--- config.mk ---
export PLATFORM = sky130hd
export DESIGN_NAME = mul_div_unit
export DESIGN_NICKNAME = d
export VERILOG_FILES = /design/src/rtl/mul_div_unit.sv
export SDC_FILE = /design/constraint.sdc
export NUM_CORES = 1
export LEC_CHECK = 0
export BUFFER_PORTS_ARGS = -buffer_cell sky130_fd_sc_hd__buf_4
export CAP_MARGIN = 20
export CORE_UTILIZATION = 40
export DETAILED_ROUTE_END_ITERATION = 7
export GPL_TIMING_DRIVEN = 1
export PLACE_DENSITY = 0.58
export SYNTH_ARGS = -nofsm -noshare
export SYNTH_HDL_FRONTEND = slang
export SYNTH_SLANG_ARGS = --single-unit
--- constraint.sdc ---
create_clock -name clk -period 5.1 [get_ports clk]
set_input_delay 0.255 -clock clk [delete_from_list [all_inputs] [get_ports clk]]
set_output_delay 0.255 -clock clk [all_outputs]
set_load 0.01 [all_outputs]
--- src/rtl/mul_div_unit.sv ---
// Iterative multiply/divide unit with architectural HI/LO registers and start/busy/done handshake.
// Optional macro MDU_EARLY_TERM_EN: multiplies leave RUN once the remaining multiplier bits are zero.
module mul_div_unit #(
  parameter int WIDTH = 32,
  parameter int CNT_W = $clog2(WIDTH)
) (
  input  logic             clk,
  input  logic             rst_n,
  input  logic             start,
  input  logic [1:0]       op,
  input  logic [WIDTH-1:0] opA,
  input  logic [WIDTH-1:0] opB,
  input  logic             hi_we,
  input  logic             lo_we,
  input  logic [WIDTH-1:0] wr_data,
  output logic             busy,
  output logic             done,
  output logic             div_by_zero,
  output logic [WIDTH-1:0] hi,
  output logic [WIDTH-1:0] lo
);

  typedef enum logic [1:0] {
    IDLE,
    RUN,
    FIX
  } state_t;

  state_t state;

  // Multiply: a_sh = shifted multiplicand, b_sh = remaining multiplier, acc = product.
  // Divide:   a_sh[WIDTH-1:0] = divisor, b_sh = dividend/quotient shifter, acc = remainder.
  logic [2*WIDTH-1:0] a_sh;
  logic [2*WIDTH-1:0] acc;
  logic [WIDTH-1:0]   b_sh;
  logic [CNT_W-1:0]   cnt;
  logic               is_div;
  logic               neg_q;
  logic               neg_r;
  logic               dbz_pend;

  logic               sign_a_in;
  logic               sign_b_in;
  logic               is_div_in;
  logic               dbz_in;
  logic [WIDTH-1:0]   mag_a_in;
  logic [WIDTH-1:0]   mag_b_in;
  logic [2*WIDTH-1:0] mul_acc_next;
  logic [WIDTH-1:0]   b_mul_next;
  logic [WIDTH:0]     div_shift;
  logic [WIDTH+1:0]   div_trial;
  logic [WIDTH-1:0]   div_rem_next;
  logic [2*WIDTH-1:0] prod_fix;
  logic [WIDTH-1:0]   quo_fix;
  logic [WIDTH-1:0]   rem_fix;
  logic               last_iter;

  always_comb begin
    sign_a_in    = op[0] & opA[WIDTH-1];
    sign_b_in    = op[0] & opB[WIDTH-1];
    is_div_in    = op[1];
    dbz_in       = op[1] && (opB == '0);
    mag_a_in     = sign_a_in ? -opA : opA;
    mag_b_in     = sign_b_in ? -opB : opB;

    mul_acc_next = acc + (b_sh[0] ? a_sh : '0);
    b_mul_next   = b_sh >> 1;

    // Restoring step: a borrow out of the trial subtraction means keep the shifted remainder.
    div_shift    = {acc[WIDTH-1:0], b_sh[WIDTH-1]};
    div_trial    = {1'b0, div_shift} - {2'b00, a_sh[WIDTH-1:0]};
    div_rem_next = div_trial[WIDTH+1] ? div_shift[WIDTH-1:0] : div_trial[WIDTH-1:0];

    prod_fix     = neg_q ? -acc : acc;
    quo_fix      = neg_q ? -b_sh : b_sh;
    rem_fix      = neg_r ? -acc[WIDTH-1:0] : acc[WIDTH-1:0];

`ifdef MDU_EARLY_TERM_EN
    last_iter    = (cnt == '0) || (!is_div && (b_mul_next == '0));
`else
    last_iter    = (cnt == '0);
`endif
  end

  always_ff @(posedge clk or negedge rst_n) begin
    if (!rst_n) begin
      state       <= IDLE;
      a_sh        <= '0;
      acc         <= '0;
      b_sh        <= '0;
      cnt         <= '0;
      is_div      <= 1'b0;
      neg_q       <= 1'b0;
      neg_r       <= 1'b0;
      dbz_pend    <= 1'b0;
      busy        <= 1'b0;
      done        <= 1'b0;
      div_by_zero <= 1'b0;
      hi          <= '0;
      lo          <= '0;
    end else begin
      done <= 1'b0;
      case (state)
        IDLE: begin
          if (start) begin
            a_sh     <= is_div_in ? {{WIDTH{1'b0}}, mag_b_in} : {{WIDTH{1'b0}}, mag_a_in};
            b_sh     <= is_div_in ? mag_a_in : mag_b_in;
            acc      <= dbz_in ? {{WIDTH{1'b0}}, opA} : '0;
            cnt      <= CNT_W'(WIDTH - 1);
            is_div   <= is_div_in;
            neg_q    <= sign_a_in ^ sign_b_in;
            neg_r    <= sign_a_in;
            dbz_pend <= dbz_in;
            busy     <= 1'b1;
            if (is_div_in && !dbz_in) begin
              div_by_zero <= 1'b0;
            end
            state    <= dbz_in ? FIX : RUN;
          end else begin
            if (hi_we) begin
              hi <= wr_data;
            end
            if (lo_we) begin
              lo <= wr_data;
            end
          end
        end

        RUN: begin
          if (is_div) begin
            acc  <= {{WIDTH{1'b0}}, div_rem_next};
            b_sh <= {b_sh[WIDTH-2:0], ~div_trial[WIDTH+1]};
          end else begin
            acc  <= mul_acc_next;
            a_sh <= a_sh << 1;
            b_sh <= b_mul_next;
          end
          if (last_iter) begin
            state <= FIX;
          end else begin
            cnt <= cnt - CNT_W'(1);
          end
        end

        FIX: begin
          if (dbz_pend) begin
            lo          <= '1;
            hi          <= acc[WIDTH-1:0];
            div_by_zero <= 1'b1;
          end else if (is_div) begin
            lo <= quo_fix;
            hi <= rem_fix;
          end else begin
            lo <= prod_fix[WIDTH-1:0];
            hi <= prod_fix[2*WIDTH-1:WIDTH];
          end
          busy  <= 1'b0;
          done  <= 1'b1;
          state <= IDLE;
        end

        default: begin
          state <= IDLE;
        end
      endcase
    end
  end

endmodule

Word-level counts from Yosys, hierarchy flattened
Index checks and enable logic that the tools add are counted.
- register bits: 238
- bits of input ports: 103
- output and inout port bits: 67
- word-level logic and storage cells: 97
- $add $sub $neg: 8
- eq/ne operators: 11
- muxes and demuxes: 43
- bitwise operators: 4
- reduce and logical (&&, ||, !) cells: 17
- operators by type and width (cell ; number):
    32-bit 2-to-1 mux ; 18
    64-bit 2-to-1 mux ; 6
    64-bit one-hot mux with 2 select lines ; 2
    32-bit one-hot mux with 2 select lines ; 3
    32-bit negation ; 4
    64-bit adder ; 1
    64-bit negation ; 1
    33-bit by 32-bit subtractor with 34-bit output ; 1
    32-bit zero test ; 1
    2-bit != test, second input constant ; 9
    3-bit AND reduction ; 4
    5-bit 2-to-1 mux ; 2
    5-bit one-hot mux with 2 select lines ; 1
    2-bit AND reduction ; 4
    2-bit 2-to-1 mux ; 3
    5-bit zero test ; 1
    1-bit 2-to-1 mux ; 5
    5-bit by 1-bit subtractor with 5-bit output, second input constant ; 1
    1-bit one-hot mux with 2 select lines ; 2
    2-bit one-hot mux with 2 select lines ; 1
    4-bit AND reduction ; 1
    2-bit nonzero test ; 2
    1-bit bitwise AND ; 2
    2-bit by 1-bit equality test with 1-bit output, second input constant ; 1
    6 further kinds ; 7

Depth between registers and ports, before layout
- word-level depth: 7
- mapped depth: 16
- mapped depth without buffers: 14

Worst setup path before layout
No wires, ideal clock.
- path kind: register to register
- start point: register b_sh[0]
- end point: register acc[56]
- library setup time: 133 ps
- arrival time: 3517 ps
- data required time: 4967 ps
- path slack: 1450 ps
- stages on the path, launching flop included: 16
- buffers on the path: 2
- clock period less this slack: 3650 ps
- cells stage by stage: dfrtp_1 -> clkbuf_1 -> clkbuf_1 -> and2_1 -> ha_1 -> fa_1 -> a21oi_1 -> o211ai_1 -> and3_1 -> o21ai_0 -> a21o_1 -> a211oi_1 -> o31a_1 -> a311oi_1 -> mux2i_1 -> o21ai_0
- longest elaborated chain between the ends: 4
- ends and longest elaborated chain (element ; RTL line ; RTL):
    start, declared ; 35 ; logic [WIDTH-1:0] b_sh;
    start signal, assigned ; 107 ; b_sh <= is_div_in ? mag_a_in : mag_b_in;
    start signal, assigned ; 132 ; b_sh <= {b_sh[WIDTH-2:0], ~div_trial[WIDTH+1]};
    start signal, assigned ; 136 ; b_sh <= b_mul_next;
    64-bit 2-to-1 mux ; 66 ; mul_acc_next = acc + (b_sh[0] ? a_sh : '0);
    64-bit adder ; 66 ;
    64-bit 2-to-1 mux ; 130 ; if (is_div) begin
    64-bit one-hot mux with 2 select lines ; 103 ; case (state)
    end signal, assigned ; 108 ; acc <= dbz_in ? {{WIDTH{1'b0}}, opA} : '0;
    end signal, assigned ; 131 ; acc <= {{WIDTH{1'b0}}, div_rem_next};
    end signal, assigned ; 134 ; acc <= mul_acc_next;
    end, declared ; 34 ; logic [2*WIDTH-1:0] acc;
No other way between the ends.
A chain may end at the register's enable or synchronous reset.

Worst setup path in the final report
- start point: register acc[13]
- end point: register acc[11]
- longest elaborated chain between the ends: 4
- ends and longest elaborated chain (element ; RTL line ; RTL):
    33-bit by 32-bit subtractor with 34-bit output ; 71 ; div_trial = {1'b0, div_shift} - {2'b00, a_sh[WIDTH-1:0]};
    32-bit 2-to-1 mux ; 72 ; div_rem_next = div_trial[WIDTH+1] ? div_shift[WIDTH-1:0] : div_trial[WIDTH-1:0];
    64-bit 2-to-1 mux ; 130 ;
    64-bit one-hot mux with 2 select lines ; 103 ;
No other way between the ends.

==> out/metrics.yaml <==
clocking:
  cts_max_level: 1
  clock-sinks: 238
  cts_buffers: 30
  path_clk_slew_ns: 0.06
  cts_setup_buffers: 0
  root_buffer: "clkbuf_16"
  clk_path_buf_depth: 3
  cts_tree: "built"
  clk_latency_ns: 0.60
worst_setup_path:
  r2r_slack_ns: 0.69
  crit_required_ns: 5.58
  critPathMaxStageDelay_ns: 0.79
  endpoint_kind: "flop"
  worstReg2RegStart: "acc[13]"
  path_class: "reg2reg"
  critPathSlowestCell: "o211a_1"
  cp.buffers_inverters: 2
  critPathLaunchType: "flop"
  setup.worst_path.start: "acc[13]"
  cp_max_fo: 19
  crit_top_cell: "buf_4"
  arrival_ns: 4.89
  crit_family: "compound AO/OA/AOI/OAI gates"
  crit_chain: "ha_1 > a21oi_1 > o21ai_0 > or4_1 > nor2b_1 > a2111oi_0 > buf_4 > a31oi_1 > o211a_1 > nor2_1 > buf_4 > a31o_2 > o22a_1"
timing:
  worst_pin_slew_ns: 1.07
  rsz0062_at_grt: "false"
  max_freq_mhz: 227
  slew_violations: 0
  setup_viol: 0
  min_period_ns: 4.41
  finalHoldViolCount: 0
  maxSlewHeadroom_pct: 28.3
  tns_ns: 0
  fin_skew_ns: 0.0173
  post-route-period-util_pct: 86.5
yosys:
  netlist_area_mm2: 0.0218
  synth_edf_count: 0
  ys.flop_type: "dfrtp_1"
  synth.area.mux_share_pct: 2.55
  yosysSeqAreaShare_pct: 27.3
  syn_nets: 3064
  syn_inst: 2858
  ys_warn_count: 0
  synthSimpleGateAreaFrac_pct: 20.4
  synth_cell_type_count: 84
  syn_area_per_cell_um2: 7.63
  ys_async_sr_fraction_pct: 100
  synth_top_family_by_area: "compound AO/OA/AOI/OAI gates"
  yosys_register_bits: 238
  synth_xor_area_share_pct: 9.15
  synth_compound_area_share_pct: 29.2
  synth-adder-area-share_pct: 5.98
cells_and_area:
  nFillCells: 5415
  layout-drive-gt1-share_pct: 11.1
  finish.utilization_pct: 46.5
  final_cell_mix: "341 x nand2_1, 236 x dfrtp_1, 227 x a21oi_1"
  mostFrequentLayoutCell: "nand2_1"
  fin_area_mm2: 0.0250
  layout.nets: 3115
  syn2layout_area_growth_pct: 14.6
global_route:
  grt_use_total_pct: 31.6
  grt_pass1_wl_mm: 135
  antenna_found_initial: 3
  grt_pass1_vias: 21400
  grt-ovfl-total: 0
  grt_max_degree: 128
placement:
  place_congestion: 1.08
  post-dp-hpwl_mm: 68.7
  dpl_cell_area_mm2: 0.0235
  portBuffers: 169
power:
  intPower_mw: 8.87
  seq_power_share_pct: 23.2
  powerDensity_mw_per_mm2: 743
  switching_share_pct: 52.3
  p_comb_share_pct: 63.7
  p_sw_mw: 9.71
  ir_drop_v: 0.000406
  power_frac_clock_pct: 13.1
  leakagePower_nw: 10.8
floorplanning:
  io_pins: 170
  die_h_um: 236
  coreArea_mm2: 0.0538
  die_area_mm2: 0.0555
  fp-row-count: 85
  chipWidth_um: 236
  initial_core_util_pct: 40.5
routing:
  first_pass_iters: 6
  postRouteAntennaNets: 0
  detail_route.wl_per_cell_um: 24.8
  vias: 22800
  drc: 0
  drtIter0Drc: 2176
  routed_wl_mm: 89.9
  drt-vias-per-instance: 6.28
hold_path:
  hp-class: "in2reg"
  min_from: "wr_data[10]"
job:
  cap_violations: 0
outcome:
  outcome: "completed"
==> through the flow <==
stage	total power, mW	hold slack, ns	setup WS, ns	cells
2_1_floorplan	11.9	-0.0406	1.45	2858
3_3_place_gp	15.7	0.405	0.823	3539
3_5_place_dp	15.9	0.422	0.793	3539
4_1_cts	18.4	0.00578	0.741	3627
5_1_grt	19.8	0.0327	0.493	3629
6_report	18.6	0.0184	0.687	3630
==> kinds of logic after synthesis <==
kind of cell / count (synthesis)
AOI/OAI and AO/OA: 983
and+or+nand+nor: 941
buffers and inverters: 311
DFF: 238
xor gates and xnor gates: 228
adders and majority gates: 103
muxes: 54
==> what timing repair did <==
item,in CTS,in global routing
gates resized for setup,0,0
setup endpoints to repair,0,0
hold buffers,32,0
endpoints found under the hold margin,159,0
==> tightest hold or removal path, stage by stage <==
cell,delay [ns]
buf_4,0.11
o22ai_1,0.08
o21ai_0,0.13
==> power groups by stage <==
| stage | clock (mW) | combinational (mW) | sequential (mW) |
|---|---|---|---|
| 6_report | 2.44 | 11.8 | 4.31 |
| 5_1_grt | 2.53 | 12.9 | 4.40 |
| 4_1_cts | 2.46 | 11.7 | 4.26 |
| 3_5_place_dp | 0 | 11.6 | 4.29 |
| 3_3_place_gp | 0 | 11.5 | 4.27 |
| 2_1_floorplan | 0 | 8.42 | 3.52 |
==> cells in the mapped netlist, types with 37 or more instances <==
cell / instances / area [µm²]
a211oi_1: 63 / 473
a21o_1: 43 / 323
a21oi_1: 227 / 1140
a22oi_1: 42 / 315
a31oi_1: 83 / 519
and2_1: 47 / 294
clkbuf_1: 208 / 781
dfrtp_1: 238 / 5960
ha_1: 101 / 1260
inv_1: 83 / 312
mux2i_1: 50 / 500
nand2_1: 342 / 1280
nand3_1: 64 / 320
nor2_1: 214 / 803
nor3_1: 54 / 270
o211ai_1: 55 / 413
o21ai_0: 202 / 1010
o22ai_1: 37 / 231
o31ai_1: 37 / 278
xnor2_1: 127 / 1110
xor2_1: 101 / 885
==> metal layers <==
layer	global-route usage [%]	part of all wire [%]	routed length [µm]
met1	43.6	44	39400
met2	50.0	45	40200
met3	5.89	8.2	7330
met4	9.31	3.3	2990
met5	0	0.014	13
==> layout make-up <==
cell class	count	area (µm²)	share of cell area (%)
antenna	1	2.50	0.0100
clock inverter	20	302	1.21
clock buffer	36	813	3.25
sequential	238	5960	23.8
multi-input combinational	2309	14800	59.0
tap	696	871	3.48
timing repair buffer	246	1990	7.95
inverter	84	315	1.26
==> path summary, 6_finish.rpt <==
path | endpoint | cells past startpoint
worst max-delay path | acc[11] | 13
worst min-delay path | lo[10] | 3
worst max register to register | acc[11] | 13
worst min register to register | lo[27] | 2
max in group asynchronous | acc[39] | 3
min in group asynchronous | b_sh[9] | 2
==> flip-flops by register name, summed over array words and instances, names as in the netlist <==
signal,flops
cnt,5
div_by_zero,1
is_div,1
hi,32
done,1
acc,64
dbz_pend,1
b_sh,32
neg_r,1
a_sh,64
state,2
lo,32
busy,1
neg_q,1
(Power assumes the default switching activity.)
